--- src/rtl/clk_gen_pkg.sv ---
// clk_gen_pkg: shared mode encodings and channel limits for clk_gen_multi.
package clk_gen_pkg;
   localparam logic MODE_TOGGLE = 1'b0;
   localparam logic MODE_TICK = 1'b1;
   localparam int CH_IDX_W = 3;
   localparam int MAX_CH = 8;
endpackage

--- src/rtl/clk_gen_channel.sv ---
// clk_gen_channel: one divider channel with shadowed divisor/mode, toggle or tick output.
module clk_gen_channel
   import clk_gen_pkg::*;
#(
   parameter int DIV_W = 25,
   parameter int DEF_DIV = 625000,
   parameter bit DEF_MODE = 1'b0
) (
   input  logic             clk_in,
   input  logic             rst,
   input  logic             en_i,
   input  logic             sync_i,
   input  logic             wr_i,
   input  logic [DIV_W-1:0] wr_div_i,
   input  logic             wr_mode_i,
   output logic             clk_o
);
   logic [DIV_W-1:0] cnt_q, cnt_d, div_q, div_d, sdiv_q, sdiv_d;
   logic mode_q, mode_d, smode_q, smode_d, out_q, out_d, tc, load;
   // A write in the same cycle as a load point is forwarded straight into the active set
   always_comb begin
      sdiv_d = wr_i ? wr_div_i : sdiv_q;
      smode_d = wr_i ? wr_mode_i : smode_q;
      tc = en_i && (cnt_q == div_q);
      load = !en_i || tc || sync_i;
      div_d = load ? sdiv_d : div_q;
      mode_d = load ? smode_d : mode_q;
      cnt_d = load ? '0 : cnt_q + DIV_W'(1);
      out_d = (!en_i || sync_i || (tc && mode_d != mode_q)) ? 1'b0 :
              tc ? ((mode_q == MODE_TICK) ? 1'b1 : !out_q) :
              ((mode_q == MODE_TICK) ? 1'b0 : out_q);
   end
   always_ff @(posedge clk_in or posedge rst) begin
      if (rst) begin
         cnt_q <= '0;
         div_q <= DIV_W'(DEF_DIV);
         sdiv_q <= DIV_W'(DEF_DIV);
         mode_q <= DEF_MODE;
         smode_q <= DEF_MODE;
         out_q <= 1'b0;
      end else begin
         cnt_q <= cnt_d;
         div_q <= div_d;
         sdiv_q <= sdiv_d;
         mode_q <= mode_d;
         smode_q <= smode_d;
         out_q <= out_d;
      end
   end
   assign clk_o = out_q;
endmodule

--- src/rtl/clk_gen_multi.sv ---
// clk_gen_multi: N_CH programmable clock/tick channels with write decode and ack/err.
// Optional CLK_GEN_SYNC_EN adds sync_req to phase-align all enabled channels.
module clk_gen_multi
   import clk_gen_pkg::*;
#(
   parameter int N_CH = 4,
   parameter int DIV_W = 25,
   parameter int DEF_DIV = 625000,
   parameter bit DEF_MODE = 1'b0
) (
   input  logic                clk_in,
   input  logic                rst,
   input  logic [N_CH-1:0]     ch_en,
`ifdef CLK_GEN_SYNC_EN
   input  logic                sync_req,
`endif
   input  logic                wr_en,
   input  logic [CH_IDX_W-1:0] wr_ch,
   input  logic [DIV_W-1:0]    wr_div,
   input  logic                wr_mode,
   output logic                wr_ack,
   output logic                wr_err,
   output logic [N_CH-1:0]     clk_out
);
   localparam logic [CH_IDX_W:0] N_CH_L = (CH_IDX_W+1)'(N_CH);
   logic sync, wr_ok, wr_ack_q, wr_err_q;
`ifdef CLK_GEN_SYNC_EN
   assign sync = sync_req;
`else
   assign sync = 1'b0;
`endif
   assign wr_ok = {1'b0, wr_ch} < N_CH_L;
   always_ff @(posedge clk_in or posedge rst) begin
      if (rst) begin
         wr_ack_q <= 1'b0;
         wr_err_q <= 1'b0;
      end else begin
         wr_ack_q <= wr_en && wr_ok;
         wr_err_q <= wr_en && !wr_ok;
      end
   end
   assign wr_ack = wr_ack_q;
   assign wr_err = wr_err_q;
   for (genvar c = 0; c < N_CH; c++) begin : g_ch
      clk_gen_channel #(
         .DIV_W(DIV_W),
         .DEF_DIV(DEF_DIV),
         .DEF_MODE(DEF_MODE)
      ) u_ch (
         .clk_in(clk_in),
         .rst(rst),
         .en_i(ch_en[c]),
         .sync_i(sync),
         .wr_i(wr_en && (wr_ch == CH_IDX_W'(c))),
         .wr_div_i(wr_div),
         .wr_mode_i(wr_mode),
         .clk_o(clk_out[c])
      );
   end
endmodule

--- config.mk ---
export PLATFORM = sky130hd
export DESIGN_NAME = clk_gen_multi
export DESIGN_NICKNAME = d
export VERILOG_FILES = /design/src/rtl/clk_gen_pkg.sv /design/src/rtl/clk_gen_channel.sv /design/src/rtl/clk_gen_multi.sv
export SDC_FILE = /design/constraint.sdc
export NUM_CORES = 1
export LEC_CHECK = 0
export CAP_MARGIN = 40
export CORE_MARGIN = 1
export CORE_UTILIZATION = 55
export CTS_CLUSTER_SIZE = 8
export DETAILED_ROUTE_END_ITERATION = 7
export PLACE_DENSITY = 0.72
export SLEW_MARGIN = 10
export SYNTH_ARGS = -nofsm -noshare
export SYNTH_HDL_FRONTEND = slang
export SYNTH_SLANG_ARGS = --single-unit
--- constraint.sdc ---
create_clock -name clk_in -period 12.41 [get_ports clk_in]
set_input_delay 3.723 -clock clk_in [delete_from_list [all_inputs] [get_ports clk_in]]
set_output_delay 3.723 -clock clk_in [all_outputs]
set_load 0.03 [all_outputs]
==> results of run 1 <==
-- sequential cells by signal (all words and copies together) (netlist names) --
signal and count:
g_ch.u_ch.smode_q 4, g_ch.u_ch.mode_q 4, wr_err 1, g_ch.u_ch.clk_o 4, g_ch.u_ch.sdiv_q 100, g_ch.u_ch.div_q 100
wr_ack 1, g_ch.u_ch.cnt_q 100
-- power by group through the flow --
stage | Clock, mW | Combinational, mW | Sequential, mW
6_report | 1.09 | 0.351 | 1.33
5_1_grt | 1.16 | 0.388 | 1.35
4_1_cts | 1.12 | 0.355 | 1.33
3_5_place_dp | 0 | 0.351 | 1.35
3_3_place_gp | 0 | 0.339 | 1.34
2_1_floorplan | 0 | 0.274 | 1.31
-- metrics by stage --
| stage | utilization (%) | area, um2 |
|---|---|---|
| CTS | 64.9 | 16000 |
| finish | 64.9 | 16000 |
| detailed placement | 59.7 | 14700 |
| floorplan | - | 14000 |
| global route | 64.9 | 16000 |
| global placement | 59.7 | 14700 |
-- cells in the mapped netlist (all sizes together) (21+ instances only) --
cell and count:
dfrtp 250, nor4 27, nand2 28, nor3 31, nand4 23, xnor2 58
buf 29, inv 21, nor2 117, xor2 134, nand3 40, mux2 208
dfstp 64
-- worst max-delay path: stages --
cell and delay [ns]:
clkdlybuf4s50_1 0.63, nor4b_4 0.25, buf_4 0.37, mux2_2 0.41
or4b_1 0.48, a211o_1 0.30, nand2_1 0.05
-- cells by family after synthesis --
| logic type | after synthesis | share of synthesized area, % |
|---|---|---|
| AND/OR/NAND/NOR | 308 | 11.1 |
| buffers and inverters | 65 | 2.19 |
| XOR/XNOR | 192 | 12.0 |
| multiplexers | 208 | 16.8 |
| flip-flops | 314 | 56.8 |
| adder cells (fa/ha/maj) | 4 | 0.358 |
| AO/OA/AOI/OAI | 12 | 0.698 |
-- final cells by class --
type	instances	area, um2	share of cell area (%)
Multi-Input combinational cell	724	5780	36.2
Clock buffer	78	1250	7.83
Tap cell	324	405	2.54
Clock inverter	1	7.51	0.0470
Inverter	21	86.3	0.541
Timing Repair Buffer	50	490	3.07
Sequential cell	314	7940	49.7
-- cells in the final DEF, fill, tap and decap left out, types with 20 or more instances in the layout --
cell type | netlist | final
clkbuf_1 | 15 | 33
clkbuf_16 | 0 | 45
clkdlybuf4s50_1 | 0 | 41
dfrtp_1 | 250 | 250
dfstp_2 | 64 | 64
inv_1 | 21 | 20
mux2_2 | 206 | 206
nand2_1 | 28 | 28
nand3_1 | 40 | 40
nand4_1 | 23 | 23
nor2_1 | 117 | 117
nor3_1 | 31 | 31
nor4_1 | 27 | 27
xnor2_1 | 58 | 58
xor2_1 | 134 | 134
-- metal layers --
metal | up-vias | wire length (um) | GRT usage (%)
li1 | 3900 | - | -
met1 | 4191 | 13700 | 33.2
met2 | 134 | 13500 | 36.8
met3 | 55 | 923 | 3.39
met4 | 2 | 788 | 8.23
met5 | - | 13 | 0
-- worst max-delay path by stage --
stage,endpoint,cells after the start,slack [ns]
final,g_ch[0].u_ch.clk_o,7,6.62
after global placement,g_ch[0].u_ch.clk_o,7,6.18
after floorplan,g_ch[0].u_ch.clk_o,1,0.11
after global routing,g_ch[0].u_ch.clk_o,7,6.53
after CTS,g_ch[0].u_ch.clk_o,7,6.65
after detailed placement,g_ch[0].u_ch.clk_o,7,6.11
==> results.json, run 1 <==
{
  "antennaDiodeCount": 0,
  "postCtsSetupRepairBufs": 0,
  "grt_pass1_wl_um": 47100,
  "clock_skew_ns": 0.0108,
  "async_reset_ff_share_pct": 100,
  "grt_max_degree": 206,
  "start_util_pct": 56.8,
  "fin_crit_ns": 5.79,
  "critPathKind": "in -> reg",
  "syn_area_um2": 14000,
  "critPathArrivalTime_ns": 6.25,
  "yosys_warnings": 0,
  "cts.repair.resized": 0,
  "tns_ns": 0,
  "core_um2": 24600,
  "nNetsFinal": 1196,
  "netSwitchingPower_uw": 677,
  "cts_root_buffer": "clkbuf_16",
  "reg2reg_depth": 6,
  "fin_ws_ns": 6.62,
  "ir_drop_mv": 0.138,
  "syn_area_per_cell_um2": 12.7,
  "cts_tree": "yes",
  "rows": 57,
  "grt_remaining_overflow": 0,
  "numCtsBuffers": 45,
  "syn_inst": 1103,
  "grt_pass1_vias": 8581,
  "synthDistinctLibCells": 37,
  "relSlewSlack_pct": 25.3,
  "cts.sinks": 314,
  "hold_end": "g_ch[0].u_ch.sdiv_q[23]",
  "cts_htree_levels": 2,
  "outcome": "finished clean",
  "drc": 0,
  "yosys_register_bits": 314,
  "hold_violations": 0,
  "critPathLaunch": "wr_en",
  "setup_viol": 0,
  "synth_top_area_cell": "dfrtp_1",
  "insertion_delay_ns": 0.52,
  "rsz0062_at_grt": "no",
  "area_growth_pct": 14.1,
  "worstPathMaxFanout": 26,
  "synth_edf_count": 0,
  "p_total_mw": 2.78,
  "io_pins": 42,
  "seqPwrFrac_pct": 47.9,
  "holdPathStages": 1,
  "cts.path.max_buffers": 3,
  "avgViaCountPerCell": 5.48,
  "cts_hold_buf": 0,
  "die_y_um": 161,
  "r2r-start": "g_ch[2].u_ch.cnt_q[16]",
  "pwr-share-clk_pct": 39.4,
  "r2r_slack_ns": 9.37,
  "worst_setup_path_end_kind": "flip-flop",
  "gr-usage-all-layers_pct": 23.4,
  "yosys_most_used_dff": "dfrtp_1",
  "netlist_top_cells_area": "dfrtp_1 45%, mux2_2 17%, dfstp_2 12%",
  "dp_hpwl_um": 18400,
  "fin_crit_sh_pct": 46.7,
  "reg2reg_to": "g_ch[2].u_ch.div_q[12]",
  "portBuffers": 41,
  "min_path_type": "reg -> reg",
  "crit_required_ns": 12.87,
  "timing.hold.ws_ns": 0.488,
  "ys_seq_area_share_pct": 56.8,
  "p_leak_nw": 6.80,
  "final_cells": 1512,
  "p_int_mw": 2.10,
  "dr.pass1.iters": 4,
  "drtIter0Drc": 624,
  "worstSetupStartpointType": "input port",
  "drive_gt1_share_pct": 28.1,
  "drt-total-wl_um": 29000,
  "tightest_slew_ns": 1.12,
  "fillers": 1910,
  "holdCritStartpoint": "g_ch[0].u_ch.sdiv_q[23]",
  "synth_top_cell_area_share_pct": 44.7,
  "synth_fp_nets": 1143,
  "route.detailed.wl_per_inst_um": 19.2,
  "dieArea_um2": 26100,
  "dp.cells": 1433,
  "swShare_pct": 24.4,
  "p_comb_share_pct": 12.7,
  "maxCapViolations": 0,
  "dp_slack_ns": 6.11,
  "place_congestion": 0.797,
  "die_w_um": 161,
  "antenna_found_initial": 2,
  "ant_nets": 0,
  "slew_viol_final": 0,
  "vias": 8282,
  "powerDensity_nw_per_um2": 174,
  "fmax_ghz": 0.173,
  "path_clk_slew_ns": 0.05
}
(Power assumes the default switching activity.)
==> run 2, diff against run 1 <==
--- a/config.mk
+++ b/config.mk
@@ -10,7 +10,7 @@
 export CORE_UTILIZATION = 55
 export CTS_CLUSTER_SIZE = 8
 export DETAILED_ROUTE_END_ITERATION = 7
-export PLACE_DENSITY = 0.72
+export PLACE_DENSITY = 0.69
 export SLEW_MARGIN = 10
 export SYNTH_ARGS = -nofsm -noshare
 export SYNTH_HDL_FRONTEND = slang
==> constraint.sdc (replaced) <==
create_clock -name clk_in -period 5.6 [get_ports clk_in]
set_input_delay 1.68 -clock clk_in [delete_from_list [all_inputs] [get_ports clk_in]]
set_output_delay 1.68 -clock clk_in [all_outputs]
set_load 0.03 [all_outputs]
==> run 2 against run 1 <==
Final cell count increased by 0.26%. Register-to-register slack got worse by 6.4 ns. Final area up 0.62%. Via count rose by 1.1%. Critical path depth did not move. Sequential share of layout area fell by 0.31 points. Power up 120%. Clock-buffer cell count down 2. Clock skew up 0.013 ns. Combinational power is 120% higher. Non-clock buffer count rose by 4.
==> results.json, run 2 (synthesized netlist as in run 1, its figures left out) <==
{
  "relSlewSlack_pct": 47.8,
  "grt_max_degree": 102,
  "numCtsBuffers": 45,
  "dp.cells": 1437,
  "fin_crit_ns": 3.75,
  "seq_area_um2": 7940,
  "drt-total-wl_um": 29600,
  "tightest_slew_ns": 0.782,
  "insertion_delay_ns": 0.53,
  "nNetsFinal": 1200,
  "fmax_ghz": 0.267,
  "powerDensity_nw_per_um2": 387,
  "seqPwrFrac_pct": 47.4,
  "path_clk_slew_ns": 0.05,
  "cts.sinks": 314,
  "dieArea_um2": 26100,
  "drtIter0Drc": 597,
  "p_total_mw": 6.22,
  "grt_pass1_wl_um": 47700,
  "outcome": "finished clean",
  "antenna_found_initial": 2,
  "min_path_type": "reg -> reg",
  "final_cell_mix": "250 x dfrtp_1, 206 x mux2_2, 134 x xor2_1, 117 x nor2_1, 64 x dfstp_2",
  "swShare_pct": 24.3,
  "p_int_mw": 4.71,
  "tns_ns": 0,
  "start_util_pct": 56.8,
  "die_w_um": 161,
  "p_comb_share_pct": 12.6,
  "final_cell_area_um2": 16100,
  "fin_ws_ns": 1.85,
  "portBuffers": 41,
  "area_growth_pct": 14.8,
  "ir_drop_mv": 0.290,
  "rows": 57,
  "drive_gt1_share_pct": 28.6,
  "place_congestion": 0.796,
  "rsz0062_at_grt": "no",
  "final_cells": 1516,
  "ant_nets": 0,
  "dp_hpwl_um": 19000,
  "crit_required_ns": 6.07,
  "dp_slack_ns": 1.33,
  "place_area_um2": 14800,
  "postCtsSetupRepairBufs": 0,
  "dr.pass1.iters": 4,
  "netSwitchingPower_mw": 1.51,
  "hold_violations": 0,
  "maxCapViolations": 0,
  "worstSetupStartpointType": "input port",
  "die_y_um": 161,
  "mostFrequentLayoutCell": "dfrtp_1",
  "worstPathMaxFanout": 26,
  "setup_viol": 0,
  "gr-usage-all-layers_pct": 23.8,
  "route.detailed.wl_per_inst_um": 19.5,
  "grt_remaining_overflow": 0,
  "largest_registers": "g_ch.u_ch.cnt_q (100), g_ch.u_ch.div_q (100), g_ch.u_ch.sdiv_q (100)",
  "cts_root_buffer": "clkbuf_16",
  "cts_hold_buf": 0,
  "fin_crit_sh_pct": 66.9,
  "cts.repair.resized": 0,
  "post-route-util_pct": 65.3,
  "critPathArrivalTime_ns": 4.22,
  "vias": 8375,
  "worst_setup_path_end_kind": "flip-flop",
  "timing.hold.ws_ns": 0.489,
  "fillers": 1901,
  "io_pins": 42,
  "p_leak_nw": 6.85,
  "drc": 0,
  "clock_skew_ns": 0.0243,
  "avgViaCountPerCell": 5.52,
  "critPathKind": "in -> reg",
  "slew_viol_final": 0,
  "core_um2": 24600,
  "cts_tree": "yes",
  "cts.path.max_buffers": 3,
  "cts_htree_levels": 2,
  "pwr-share-clk_pct": 40.0,
  "grt_pass1_vias": 8648,
  "multiInputGateArea_um2": 5780
}
## run 2: worst max-delay path, stage by stage
cell and delay (ns):
clkdlybuf4s50_1 0.50, nor4b_4 0.36, buf_4 0.40, mux2_2 0.42
or4b_1 0.49, a211o_1 0.30, nand2_1 0.05
## run 2: cell type report
class,count,share of cell area [%]
diodes,1,0.0156
well taps,324,2.52
repair buffers,54,3.40
clock inverters,2,0.109
clock buffers,76,8.00
flip-flops and latches,314,49.4
inverters,21,0.514
multi-input cells,724,36.0
## run 2: final timing paths
check	from	to	slack, ns	cells past startpoint
hold reg to reg	g_ch[2].u_ch.sdiv_q[17]	g_ch[2].u_ch.sdiv_q[17]	0.49	1
max in group asynchronous	rst	g_ch[0].u_ch.sdiv_q[3]	2.97	3
hold / removal	g_ch[2].u_ch.sdiv_q[17]	g_ch[2].u_ch.sdiv_q[17]	0.49	1
min in group asynchronous	rst	g_ch[2].u_ch.cnt_q[19]	1.65	2
setup reg to reg	g_ch[3].u_ch.cnt_q[7]	g_ch[3].u_ch.div_q[12]	2.95	6
setup / recovery	wr_ch[0]	g_ch[0].u_ch.clk_o	1.85	7
## run 2: layer usage
layer,part of all wire [%],global-route usage [%]
met5,0,0
met4,2.3,7.25
met3,3.1,3.26
met2,47,37.9
met1,48,34.1
## run 2: power groups by stage
stage	registers (mW)	clock network, mW	logic (mW)
floorplan	2.90	0	0.608
global placement	2.97	0	0.756
detailed placement	2.99	0	0.778
CTS	2.96	2.53	0.787
global route	2.99	2.64	0.861
finish	2.95	2.49	0.781
